### src/rtl/lsu_bus_if.sv
// lsu_bus_if: load/store unit between the core datapath and the external data bus.
// Accepts one load/store request, runs a registered bus cycle (MREQ held until
// ACKD_n), returns lane-selected, sign/zero-extended load data and stalls the
// core until the access completes. Misaligned or invalid accesses are answered
// with rsp_err and no bus cycle.
// Optional feature: define LSU_ACK_TIMEOUT_EN to abort a bus cycle with rsp_err
// after ACK_TIMEOUT cycles without an acknowledge.
module lsu_bus_if #(
    parameter int ACK_TIMEOUT = 255
) (
    input  logic        clk,
    input  logic        rst,
    input  logic        req_valid,
    input  logic        req_write,
    input  logic [2:0]  req_funct3,
    input  logic [31:0] req_addr,
    input  logic [31:0] req_wdata,
    output logic        stall,
    output logic        rsp_valid,
    output logic [31:0] rsp_rdata,
    output logic        rsp_err,
    output logic [31:0] DAD,
    output logic [31:0] ddt_o,
    output logic        ddt_oe,
    input  logic [31:0] ddt_i,
    output logic        MREQ,
    output logic        WRITE,
    output logic [1:0]  SIZE,
    input  logic        ACKD_n
);

    typedef enum logic [1:0] {
        S_IDLE = 2'd0,
        S_BUS  = 2'd1,
        S_RESP = 2'd2
    } state_t;

    state_t      r_state;
    logic [31:0] r_dad;
    logic [31:0] r_ddt_o;
    logic        r_ddt_oe;
    logic        r_mreq;
    logic        r_write;
    logic [1:0]  r_size;
    logic        r_rsp_valid;
    logic [31:0] r_rsp_rdata;
    logic        r_rsp_err;
    logic [1:0]  r_lane;
    logic [2:0]  r_funct3;
    logic        w_req_ok;

`ifdef LSU_ACK_TIMEOUT_EN
    localparam int TW = ($clog2(ACK_TIMEOUT + 1) > 8) ? $clog2(ACK_TIMEOUT + 1) : 8;
    logic [TW-1:0] r_tcnt;
`else
    // The timeout limit has no effect when the watchdog is not built.
    logic w_unused_cfg;
    assign w_unused_cfg = (ACK_TIMEOUT == 0);
`endif

    // Legal funct3 for the direction, and natural alignment for the access size.
    function automatic logic f_req_ok(input logic wr, input logic [2:0] f3, input logic [1:0] lane);
        logic legal;
        logic aligned;
        if (wr)
            legal = (f3 == 3'b000) || (f3 == 3'b001) || (f3 == 3'b010);
        else
            legal = (f3 == 3'b000) || (f3 == 3'b001) || (f3 == 3'b010) ||
                    (f3 == 3'b100) || (f3 == 3'b101);
        case (f3[1:0])
            2'b01:   aligned = ~lane[0];
            2'b10:   aligned = (lane == 2'b00);
            default: aligned = 1'b1;
        endcase
        return legal & aligned;
    endfunction

    // Bus SIZE encoding: 00 word, 01 half, 10 byte.
    function automatic logic [1:0] f_size_code(input logic [1:0] f3_lo);
        case (f3_lo)
            2'b00:   return 2'b10;
            2'b01:   return 2'b01;
            default: return 2'b00;
        endcase
    endfunction

    // Place store data on its little-endian byte lanes; unused lanes are zero.
    function automatic logic [31:0] f_store_lanes(input logic [1:0] f3_lo, input logic [1:0] lane,
                                                  input logic [31:0] wd);
        case (f3_lo)
            2'b00:   return {24'd0, wd[7:0]} << {lane, 3'b000};
            2'b01:   return {16'd0, wd[15:0]} << {lane[1], 4'b0000};
            default: return wd;
        endcase
    endfunction

    // Select the addressed lane from the bus word and sign/zero-extend it.
    function automatic logic [31:0] f_load_extend(input logic [2:0] f3, input logic [1:0] lane,
                                                  input logic [31:0] word);
        logic [7:0]  b;
        logic [15:0] h;
        case (lane)
            2'b00:   b = word[7:0];
            2'b01:   b = word[15:8];
            2'b10:   b = word[23:16];
            default: b = word[31:24];
        endcase
        h = lane[1] ? word[31:16] : word[15:0];
        case (f3)
            3'b000:  return {{24{b[7]}}, b};
            3'b001:  return {{16{h[15]}}, h};
            3'b100:  return {24'd0, b};
            3'b101:  return {16'd0, h};
            default: return word;
        endcase
    endfunction

    assign w_req_ok = f_req_ok(req_write, req_funct3, req_addr[1:0]);

    // Stall the core while a request is being taken or the bus cycle is open.
    assign stall = ~rst & (((r_state == S_IDLE) & req_valid) | (r_state == S_BUS));

    // Request/bus/response FSM with all bus and response outputs registered.
    always_ff @(posedge clk or posedge rst) begin
        if (rst) begin
            r_state     <= S_IDLE;
            r_dad       <= '0;
            r_ddt_o     <= '0;
            r_ddt_oe    <= 1'b0;
            r_mreq      <= 1'b0;
            r_write     <= 1'b0;
            r_size      <= 2'b00;
            r_rsp_valid <= 1'b0;
            r_rsp_rdata <= '0;
            r_rsp_err   <= 1'b0;
            r_lane      <= 2'b00;
            r_funct3    <= 3'b000;
`ifdef LSU_ACK_TIMEOUT_EN
            r_tcnt      <= '0;
`endif
        end else begin
            r_rsp_valid <= 1'b0;
            case (r_state)
                S_IDLE: begin
                    if (req_valid) begin
                        if (w_req_ok) begin
                            r_dad    <= {req_addr[31:2], 2'b00};
                            r_size   <= f_size_code(req_funct3[1:0]);
                            r_write  <= req_write;
                            r_ddt_o  <= f_store_lanes(req_funct3[1:0], req_addr[1:0], req_wdata);
                            r_ddt_oe <= req_write;
                            r_mreq   <= 1'b1;
                            r_lane   <= req_addr[1:0];
                            r_funct3 <= req_funct3;
`ifdef LSU_ACK_TIMEOUT_EN
                            r_tcnt   <= '0;
`endif
                            r_state  <= S_BUS;
                        end else begin
                            r_rsp_valid <= 1'b1;
                            r_rsp_err   <= 1'b1;
                            r_rsp_rdata <= '0;
                            r_state     <= S_RESP;
                        end
                    end
                end
                S_BUS: begin
                    if (!ACKD_n) begin
                        r_rsp_rdata <= r_write ? 32'd0 : f_load_extend(r_funct3, r_lane, ddt_i);
                        r_rsp_err   <= 1'b0;
                        r_rsp_valid <= 1'b1;
                        r_mreq      <= 1'b0;
                        r_write     <= 1'b0;
                        r_ddt_oe    <= 1'b0;
                        r_state     <= S_RESP;
                    end
`ifdef LSU_ACK_TIMEOUT_EN
                    else if (r_tcnt == TW'(ACK_TIMEOUT - 1)) begin
                        r_rsp_rdata <= '0;
                        r_rsp_err   <= 1'b1;
                        r_rsp_valid <= 1'b1;
                        r_mreq      <= 1'b0;
                        r_write     <= 1'b0;
                        r_ddt_oe    <= 1'b0;
                        r_state     <= S_RESP;
                    end else begin
                        r_tcnt <= r_tcnt + 1'b1;
                    end
`endif
                end
                S_RESP: begin
                    r_state <= S_IDLE;
                end
                default: begin
                    r_state <= S_IDLE;
                end
            endcase
        end
    end

    assign DAD       = r_dad;
    assign ddt_o     = r_ddt_o;
    assign ddt_oe    = r_ddt_oe;
    assign MREQ      = r_mreq;
    assign WRITE     = r_write;
    assign SIZE      = r_size;
    assign rsp_valid = r_rsp_valid;
    assign rsp_rdata = r_rsp_rdata;
    assign rsp_err   = r_rsp_err;

endmodule

### config.mk
export PLATFORM = sky130hd
export DESIGN_NAME = lsu_bus_if
export DESIGN_NICKNAME = d
export VERILOG_FILES = /design/src/rtl/lsu_bus_if.sv
export SDC_FILE = /design/constraint.sdc
export NUM_CORES = 1
export LEC_CHECK = 0
export CAP_MARGIN = 10
export CORE_MARGIN = 8
export CORE_UTILIZATION = 43
export CTS_CLUSTER_DIAMETER = 120
export DETAILED_ROUTE_END_ITERATION = 12
export GPL_TIMING_DRIVEN = 0
export PLACE_DENSITY_LB_ADDON = 0.08
export RECOVER_POWER = 50
export REMOVE_ABC_BUFFERS = 1
export SYNTH_ARGS = -nofsm -noshare
export SYNTH_HDL_FRONTEND = slang
export SYNTH_SLANG_ARGS = --single-unit
### constraint.sdc
create_clock -name clk -period 4.8 [get_ports clk]
set_input_delay 1.44 -clock clk [delete_from_list [all_inputs] [get_ports clk]]
set_output_delay 1.44 -clock clk [all_outputs]
set_load 0.02 [all_outputs]
==> metrics, run 1 <==
CTS sink count 107; cell taking the most area after synthesis dfrtp_1; HPWL after DPL 11480 µm; Worst Path Arrival roughly 4700 ps; post-synthesis sequential area ratio 0.5438; total number of vias roughly 4700; ys flop type dfrtp_1; layout cell share with drive strength beyond 1 0.03914; FP Rows 39; Synth area leaders dfrtp_1 54%, nand2_1 13%, nor2_1 4.1%, o21ai_0 4.1%, o221ai_1 2.5%; remaining antenna violation count 0; Hold Crit Class flip-flop to flip-flop; GPL Wtd Cong ~0.8; PwrDens 492.8 mW/mm²; number of synthesized register bits 107; Maximum Capacitance Violations 1; syn avg cell area 8.871 µm²; nets 847; IO Pins between 200 and 250; pre-CTS setup slack -108.1 ps; H-Tree Depth 3; DIE WIDTH 123.0 µm; Synth warnings 0; Skew-Pair Late Insertion Delay ~350 ps; post-CTS setup repair buffer count 0; Max FO, Critical Path 49; Worst VDD drop between 0.3 and 0.4 mV; fin crit period about 4400 ps; area added between synthesis and finish 49.66%; leakage power 3.346 nW; max_slew headroom -0.3161; synth unique cells between 40 and 50; first-pass iteration count of the detailed router 5; worst clock skew about 5.3 ps; DIE HEIGHT 123.0 µm; Residual DRC 0; drt initial violations 349; total track usage 0.2071; number of antenna diodes 0; CTS buffer count 9; most frequent cells in the layout 176 x nand2_1, 153 x clkdlybuf4s50_1, 107 x dfrtp_1; Setup TNS 0 ps; max-slew violations 42; total grt overflow 0; endpoints failing setup 0; most common cell after layout, fill and taps aside nand2_1; unrepaired setup endpoints after global routing false; top cell type's share of synthesized area 0.5438; Core ar. roughly 0.011 mm²; initial antenna violation count 0; drt wl/cell 18.00 µm; largest net degree at the start of global routing 67; fill count about 1000; Worst EP required just over 5000 ps; Peak Freq between 200 and 250 MHz; multi-input logic area 0.002042 mm²; first-pass GRT wire length ~25000 µm; PortBufs 205; DIE AREA 0.01513 mm²; initial core utilization 0.4349; final wirelength about 16000 µm; Mapped Cells 555; Clock transition at path regs 70 ps; Post-synth EDFFs 0; Least-Margin Pin Slew 1963 ps; root buf cell clkbuf_16; critical path endpoint category flip-flop; vias per inst 5.282; Setup CP Type input port to flip-flop; vias in the first global route 4812; CTS tree yes; Reg area 0.002678 mm²; Clock Tree Buf Depth 2; failing checks capacitance limit, slew limit; outcome complete, but fails checks; Async SR Flop Fraction 1.000; synthesized area 0.004923 mm²; Hold Fails Final Rpt 0; Tcrit/Tclk final 0.9212; final worst slack between 300 and 400 ps; CP startpoint kind input port; hold buffers post-CTS 0
worst paths after layout:
check	start	endpoint	slack [ps]	cells past startpoint
max	req_funct3[1]	rsp_rdata[7]	380	7
min in group asynchronous	rst	SIZE[1]	2080	2
min reg2reg	DAD[5]	DAD[5]	460	2
min	DAD[5]	DAD[5]	460	2
max in group asynchronous	rst	DAD[20]	1720	3
max reg2reg	r_funct3[0]	rsp_rdata[0]	2370	5
per-stage QoR:
step / hold WS, ps / util / std cells / total power, mW / instance area [µm²]
after floorplan: 514.5 / - / 516 / 2.139 / 4746
after global placement: 450.9 / 0.6163 / 864 / 2.931 / 6977
after detailed placement: 461.3 / 0.6253 / 869 / 2.981 / 7079
after CTS: 477.7 / 0.6503 / 883 / 3.720 / 7362
after global routing: 485.4 / 0.6509 / 884 / 3.842 / 7368
final: 464.2 / 0.6509 / 884 / 3.631 / 7368
metal layers:
layer / track usage / routed length (µm) / vias up
met2: 0.3354 / 7387 / 198
li1: - / - / 2235
met1: 0.2448 / 6347 / 2206
met3: 0.08311 / 1832 / 30
met5: 0 / 0 / -
met4: 0.07600 / 345 / 0
cell families after synthesis:
group           Yosys count  share of synthesized area
fa+ha+maj                 5                    0.01271
other cells               1                  0.0007617
compound gates          116                     0.1578
buf+inv                  51                    0.04523
flops                   107                     0.5438
mux                       9                    0.01855
simple gates            266                     0.2211
state kept, by name, summed over array words and instances (netlist names):
signal,count
rsp_rdata,32
r_funct3,3
MREQ,1
rsp_err,1
rsp_valid,1
ddt_o,32
WRITE,1
DAD,30
r_state,2
r_lane,2
SIZE,2
worst max-delay path: stages:
cell	delay (ps)
clkdlybuf4s50_1	510
inv_1	110
ha_1	410
nor2_2	920
a222oi_1	190
a221o_2	740
o31ai_1	340
where the power goes:
group / switching [mW] / internal (mW)
sequential: 0.202 / 1.18
clock: 0.316 / 0.412
combinational: 0.842 / 0.680
cell usage after synthesis, types with 3 or more instances:
library cell and number:
buf_4 5, nand3_1 8, ha_1 5, nand2_1 176
mux2i_1 8, a221oi_1 13, o221ai_1 14, a21oi_1 14
inv_1 9, buf_2 9, a22o_1 6, o21ai_1 8
dfrtp_1 107, o21ai_0 40, nor3_1 3, nor3b_1 8
a22oi_1 7, clkbuf_1 25, nor2b_1 9, nor2_1 54
final cells by class:
cell class	instances	area share
flip-flops and latches	107	0.3634
clock inverters	3	0.005434
multi-input cells	399	0.2771
well taps	143	0.02428
inverters	11	0.005773
repair buffers	210	0.2911
clock buffers	11	0.03294
repair_timing:
| action | CTS | global route |
|---|---|---|
| setup endpoints to repair | 0 | 9 |
| resized for setup | 0 | 0 |
| endpoints found under the hold margin | 0 | 0 |
Power figures use the tool's default switching activity.
==> inputs of run 2 (changes only) <==
- CTS_CLUSTER_SIZE: unset -> 30
- PLACE_DENSITY_LB_ADDON: 0.08 -> 0.2
==> metrics, run 2 (same netlist as run 1, synthesis figures left out) <==
DIE HEIGHT 123.0 µm (unchanged); Setup CP Type input port to flip-flop; layout cell share with drive strength beyond 1 0.04172 (+0.002586); nets 847 (unchanged); IO Pins 208 (unchanged); final worst slack 386.4 ps (+8.266 ps); PwrDens 495.7 mW/mm² (+0.60%); unrepaired setup endpoints after global routing false; hold buffers post-CTS 0 (unchanged); most frequent cells in the layout 176 x nand2_1, 153 x clkdlybuf4s50_1, 107 x dfrtp_1; first-pass GRT wire length 24930 µm (+1.6%); Final Util 0.6529 (+0.001989); Peak Freq 226.6 MHz (+0.19%); CP startpoint kind input port; total track usage 0.2077 (+0.0006145); Worst Path Arrival 4690 ps (+20 ps); # resized after CTS 0 (unchanged); Max FO, Critical Path 26 (-47%); HPWL after DPL 11700 µm (+2.0%); fill count 965 (-1.1%); Least-Margin Pin Slew 2174 ps (+210.3 ps); vias per inst 5.359 (+1.5%); H-Tree Depth 3 (unchanged); PortBufs 205 (unchanged); post-CTS setup repair buffer count 0 (unchanged); endpoints failing setup 0 (unchanged); Residual DRC 0 (unchanged); area added between synthesis and finish 50.11%; pre-CTS setup slack -168.0 ps (-59.93 ps); max_slew headroom -0.4571 (-0.1410); DIE WIDTH 123.0 µm (unchanged); GPL Wtd Cong 0.7730 (-4.5%); initial antenna violation count 0 (unchanged); total grt overflow 0 (unchanged); Core ar. 0.01132 mm² (unchanged); Worst EP required 5080 ps (+30 ps); first-pass iteration count of the detailed router 5 (unchanged); Hold Fails Final Rpt 0 (unchanged); DIE AREA 0.01513 mm² (unchanged); failing checks capacitance limit, slew limit; remaining antenna violation count 0 (unchanged); worst clock skew 7.105 ps (+1.826 ps); total number of vias 4748 (+1.7%); fin crit period 4414 ps (-8.266 ps); Maximum Capacitance Violations 1 (unchanged); Skew-Pair Late Insertion Delay 350 ps (about the same); CTS sink count 107 (unchanged); root buf cell clkbuf_16; Reg area 0.002678 mm² (unchanged); vias in the first global route 4888 (+1.6%); Overall Power 3.664 mW (+0.91%); final wirelength 15880 µm (-0.23%); CTS tree yes; largest net degree at the start of global routing 63 (-6.0%); multi-input logic area 0.002042 mm² (unchanged); drt initial violations 290 (-17%); number of antenna diodes 0 (unchanged); critical path endpoint category flip-flop; outcome complete, but fails checks; Clock transition at path regs 80 ps (about the same); Tcrit/Tclk final 0.9195 (-0.001722); most common cell after layout, fill and taps aside nand2_1; CTS buffer count 9 (unchanged); Worst VDD drop 0.3183 mV (+0.37%); leakage power 3.347 nW (about the same); Hold Crit Class flip-flop to flip-flop; Clock Tree Buf Depth 2 (unchanged); drt wl/cell 17.92 µm (-0.46%); FP Rows 39 (unchanged); max-slew violations 46 (+9.5%); initial core utilization 0.4349 (unchanged)
-- run 2: changes by cell type in the layout (fill, tap and decap cells not counted), sizes merged --
cell      delta
clkinvlp     +2
-- run 2: worst max-delay path: stages --
cell	delay (ps)
clkdlybuf4s50_1	510
inv_1	110
ha_1	390
nor2_2	910
a221oi_2	200
nand3b_1	480
buf_8	260
buf_8	180
a221oi_1	60
nor2_1	140
-- run 2: layer usage --
layer | track usage | wire length, µm | vias up | share of wire
li1 | - | - | 2236 | -
met1 | 0.2424 | 6315 | 2292 | 0.40
met2 | 0.3405 | 7530 | 191 | 0.47
met3 | 0.07671 | 1623 | 29 | 0.10
met4 | 0.08578 | 406 | 0 | 0.026
met5 | 0 | 0 | - | 0
-- run 2: final cells by class --
class	instances	area share
sequential	107	0.3623
timing repair buffer	210	0.2902
multi-input combinational	399	0.2763
clock buffer	11	0.03284
tap	143	0.02421
clock inverter	5	0.008465
inverter	11	0.005756
-- run 2: final timing paths --
kind | startpoint | end | slack [ps] | cells past startpoint
max in group asynchronous | rst | ddt_o[8] | 1620 | 3
max | req_funct3[1] | ddt_o[22] | 390 | 10
max reg2reg | r_funct3[0] | rsp_rdata[2] | 2440 | 5
min | ddt_o[3] | ddt_o[3] | 470 | 2
min reg2reg | ddt_o[3] | ddt_o[3] | 470 | 2
min in group asynchronous | rst | r_state[0] | 2160 | 2
-- run 2: power by group --
group	total, mW	internal [mW]	switching (mW)
Clock	0.757	0.421	0.335
Sequential	1.38	1.18	0.201
Combinational	1.53	0.680	0.848
Total	3.66	2.28	1.38
-- run 2: through the flow --
stage | hold slack, ps | area [µm²] | std cells | setup TNS, ps
global route | 487.3 | 7391 | 886 | 0
CTS | 479.5 | 7385 | 885 | 0
finish | 467.4 | 7391 | 886 | 0
detailed placement | 459.6 | 7079 | 869 | -3109
global placement | 450.0 | 6977 | 864 | -212820
floorplan | 514.5 | 4746 | 516 | 0
==> inputs of run 3 (changes only) <==
- SETUP_SLACK_MARGIN: unset -> 0.3
==> metrics, run 3 (same netlist as run 1, synthesis figures left out) <==
failing checks capacitance limit, slew limit; buffer and inverter count on the worst path 2 (-2); nets 847 (unchanged); total grt overflow 0 (unchanged); Slowest-stage cell, CP clkdlybuf4s50_1; first-pass GRT wire length 25140 µm (+0.83%); Worst EP required 3360 ps (-1720 ps); hold buffers post-CTS 0 (unchanged); vias per inst 5.305 (-1.0%); remaining antenna violation count 0 (unchanged); Tcrit/Tclk final 0.8866 (-0.03294); H-Tree Depth 3 (unchanged); critical path endpoint category output pin; PortBufs 205 (unchanged); IO Pins 208 (unchanged); Clock transition at path regs 70 ps (about the same); Reg2Reg Setup Slack 2420 ps (-20 ps); unrepaired setup endpoints after global routing false; Peak Freq 235.0 MHz (+3.7%); Core ar. 0.01132 mm² (unchanged); number of antenna diodes 0 (unchanged); Maximum Capacitance Violations 1 (unchanged); final worst slack 544.6 ps (+158.1 ps); first-pass iteration count of the detailed router 7 (+2); drt initial violations 303 (+4.5%); fin crit period 4255 ps (-158.1 ps); most frequent cells in the layout 176 x nand2_1, 153 x clkdlybuf4s50_1, 107 x dfrtp_1; leakage power 3.347 nW (about the same); fill count 963 (-0.21%); Cell Count, Final, Fillers Out 886 (unchanged); CTS tree yes; R2R Path Start r_funct3[0]; CP startpoint kind input port; Crit path max-delay family buffers and inverters; CTS sink count 107 (unchanged); Clock Tree Buf Depth 2 (unchanged); CTS buffer count 9 (unchanged); largest net degree at the start of global routing 63 (unchanged); final wirelength 15900 µm (+0.15%); initial antenna violation count 0 (unchanged); PwrDens 495.3 mW/mm² (about the same); Residual DRC 0 (unchanged); hold endpoint ddt_o[3]; Hold Crit Class flip-flop to flip-flop; CP Cell Sequence dlygate4sd3_1, nor3_1, clkdlybuf4s50_1; DIE WIDTH 123.0 µm (unchanged); outcome complete, but fails checks; total number of vias 4700 (-1.0%); HP Start ddt_o[3]; Max FO, Critical Path 2 (-92%); Hold Fails Final Rpt 0 (unchanged); Hold Path Depth 2 (unchanged); Reg area 0.002678 mm² (unchanged); area added between synthesis and finish 50.27%; pre-CTS setup slack -168.0 ps (unchanged); Skew-Pair Late Insertion Delay 340 ps (about the same); worst clock skew 6.641 ps (-0.4640 ps); initial core utilization 0.4349 (unchanged); layout cell share with drive strength beyond 1 0.04307 (+0.001346); Setup CP Type input port to output pin; DIE AREA 0.01513 mm² (unchanged); Worst VDD drop 0.3178 mV (-0.16%); GPL Wtd Cong 0.7730 (unchanged); Least-Margin Pin Slew 2198 ps (+24.74 ps); DIE HEIGHT 123.0 µm (unchanged); Register-to-Register Path Depth 5 (unchanged); root buf cell clkbuf_16; vias in the first global route 4892 (+0.082%); multi-input logic area 0.002049 mm² (+0.37%); most common cell after layout, fill and taps aside nand2_1; drt wl/cell 17.94 µm (+0.15%); max_slew headroom -0.4737 (-0.01659); total track usage 0.2099 (+0.002143); HPWL after DPL 11700 µm (unchanged); Crit path largest cell delay 630 ps (-280 ps); max-slew violations 46 (unchanged); Worst Path Arrival 2820 ps (-1870 ps); endpoints failing setup 0 (unchanged); r2r endpoint rsp_rdata[2]; Setup TNS 0 ps (unchanged); dpl cells 869 (unchanged); FP Rows 39 (unchanged)
==> run 3: cell counts in the layout (fill, tap and decap cells not counted) <==
No cell type changed its count.
==> run 3: per-stage QoR <==
| stage | instance area (µm²) | hold WS, ps | util | total power [mW] |
|---|---|---|---|---|
| after floorplan | 4746 | 514.5 | - | 2.139 |
| after global placement | 6977 | 450.0 | 0.6163 | 2.936 |
| after detailed placement | 7079 | 459.6 | 0.6253 | 2.986 |
| after CTS | 7397 | 479.5 | 0.6534 | 3.757 |
| after global routing | 7398 | 487.3 | 0.6535 | 3.881 |
| final | 7398 | 466.7 | 0.6535 | 3.664 |
==> run 3: layout make-up <==
class / count / share of cell area
well taps: 143 / 0.02418
multi-input cells: 399 / 0.2770
clock buffers: 11 / 0.03281
clock inverters: 5 / 0.008456
repair buffers: 210 / 0.2899
flip-flops and latches: 107 / 0.3619
inverters: 11 / 0.005750
==> run 3: worst min-delay path, delay by kind of cell (launching register included) <==
family	cells	cell delay (ps)
and+or+nand+nor	2	100
DFF	1	340
==> run 3: worst max-delay path by stage <==
stage / start / to / slack (ps) / depth (start not counted)
after global placement: req_funct3[1] / ddt_o[18] / -1630 / 8
after floorplan: req_funct3[1] / ddt_o[16] / 240 / 7
after global routing: rst / stall / 470 / 3
after CTS: req_funct3[1] / ddt_o[22] / 500 / 10
after detailed placement: req_funct3[1] / ddt_o[22] / -170 / 10
final: rst / stall / 540 / 3
==> run 3: repair_timing <==
| action | in CTS | in global routing |
|---|---|---|
| setup buffers | 0 | 0 |
| gates cloned | 1 | 0 |
| setup endpoints to repair | 29 | 3 |
| pin swaps | 1 | 0 |
| gates resized for setup | 1 | 1 |
==> run 3: power by group <==
group          internal [mW]  switching (mW)
clock network          0.421           0.335
registers               1.18           0.202
logic                  0.680           0.848
==> run 3: routing by layer <==
| layer | up-vias | GRT usage | share of wire | wire length (µm) |
|---|---|---|---|---|
| met5 | - | 0 | 0 | 0 |
| met4 | 0 | 0.08578 | 0.025 | 391 |
| met3 | 25 | 0.07763 | 0.10 | 1655 |
| met2 | 171 | 0.3425 | 0.47 | 7548 |
| met1 | 2271 | 0.2464 | 0.40 | 6303 |
| li1 | 2233 | - | - | - |
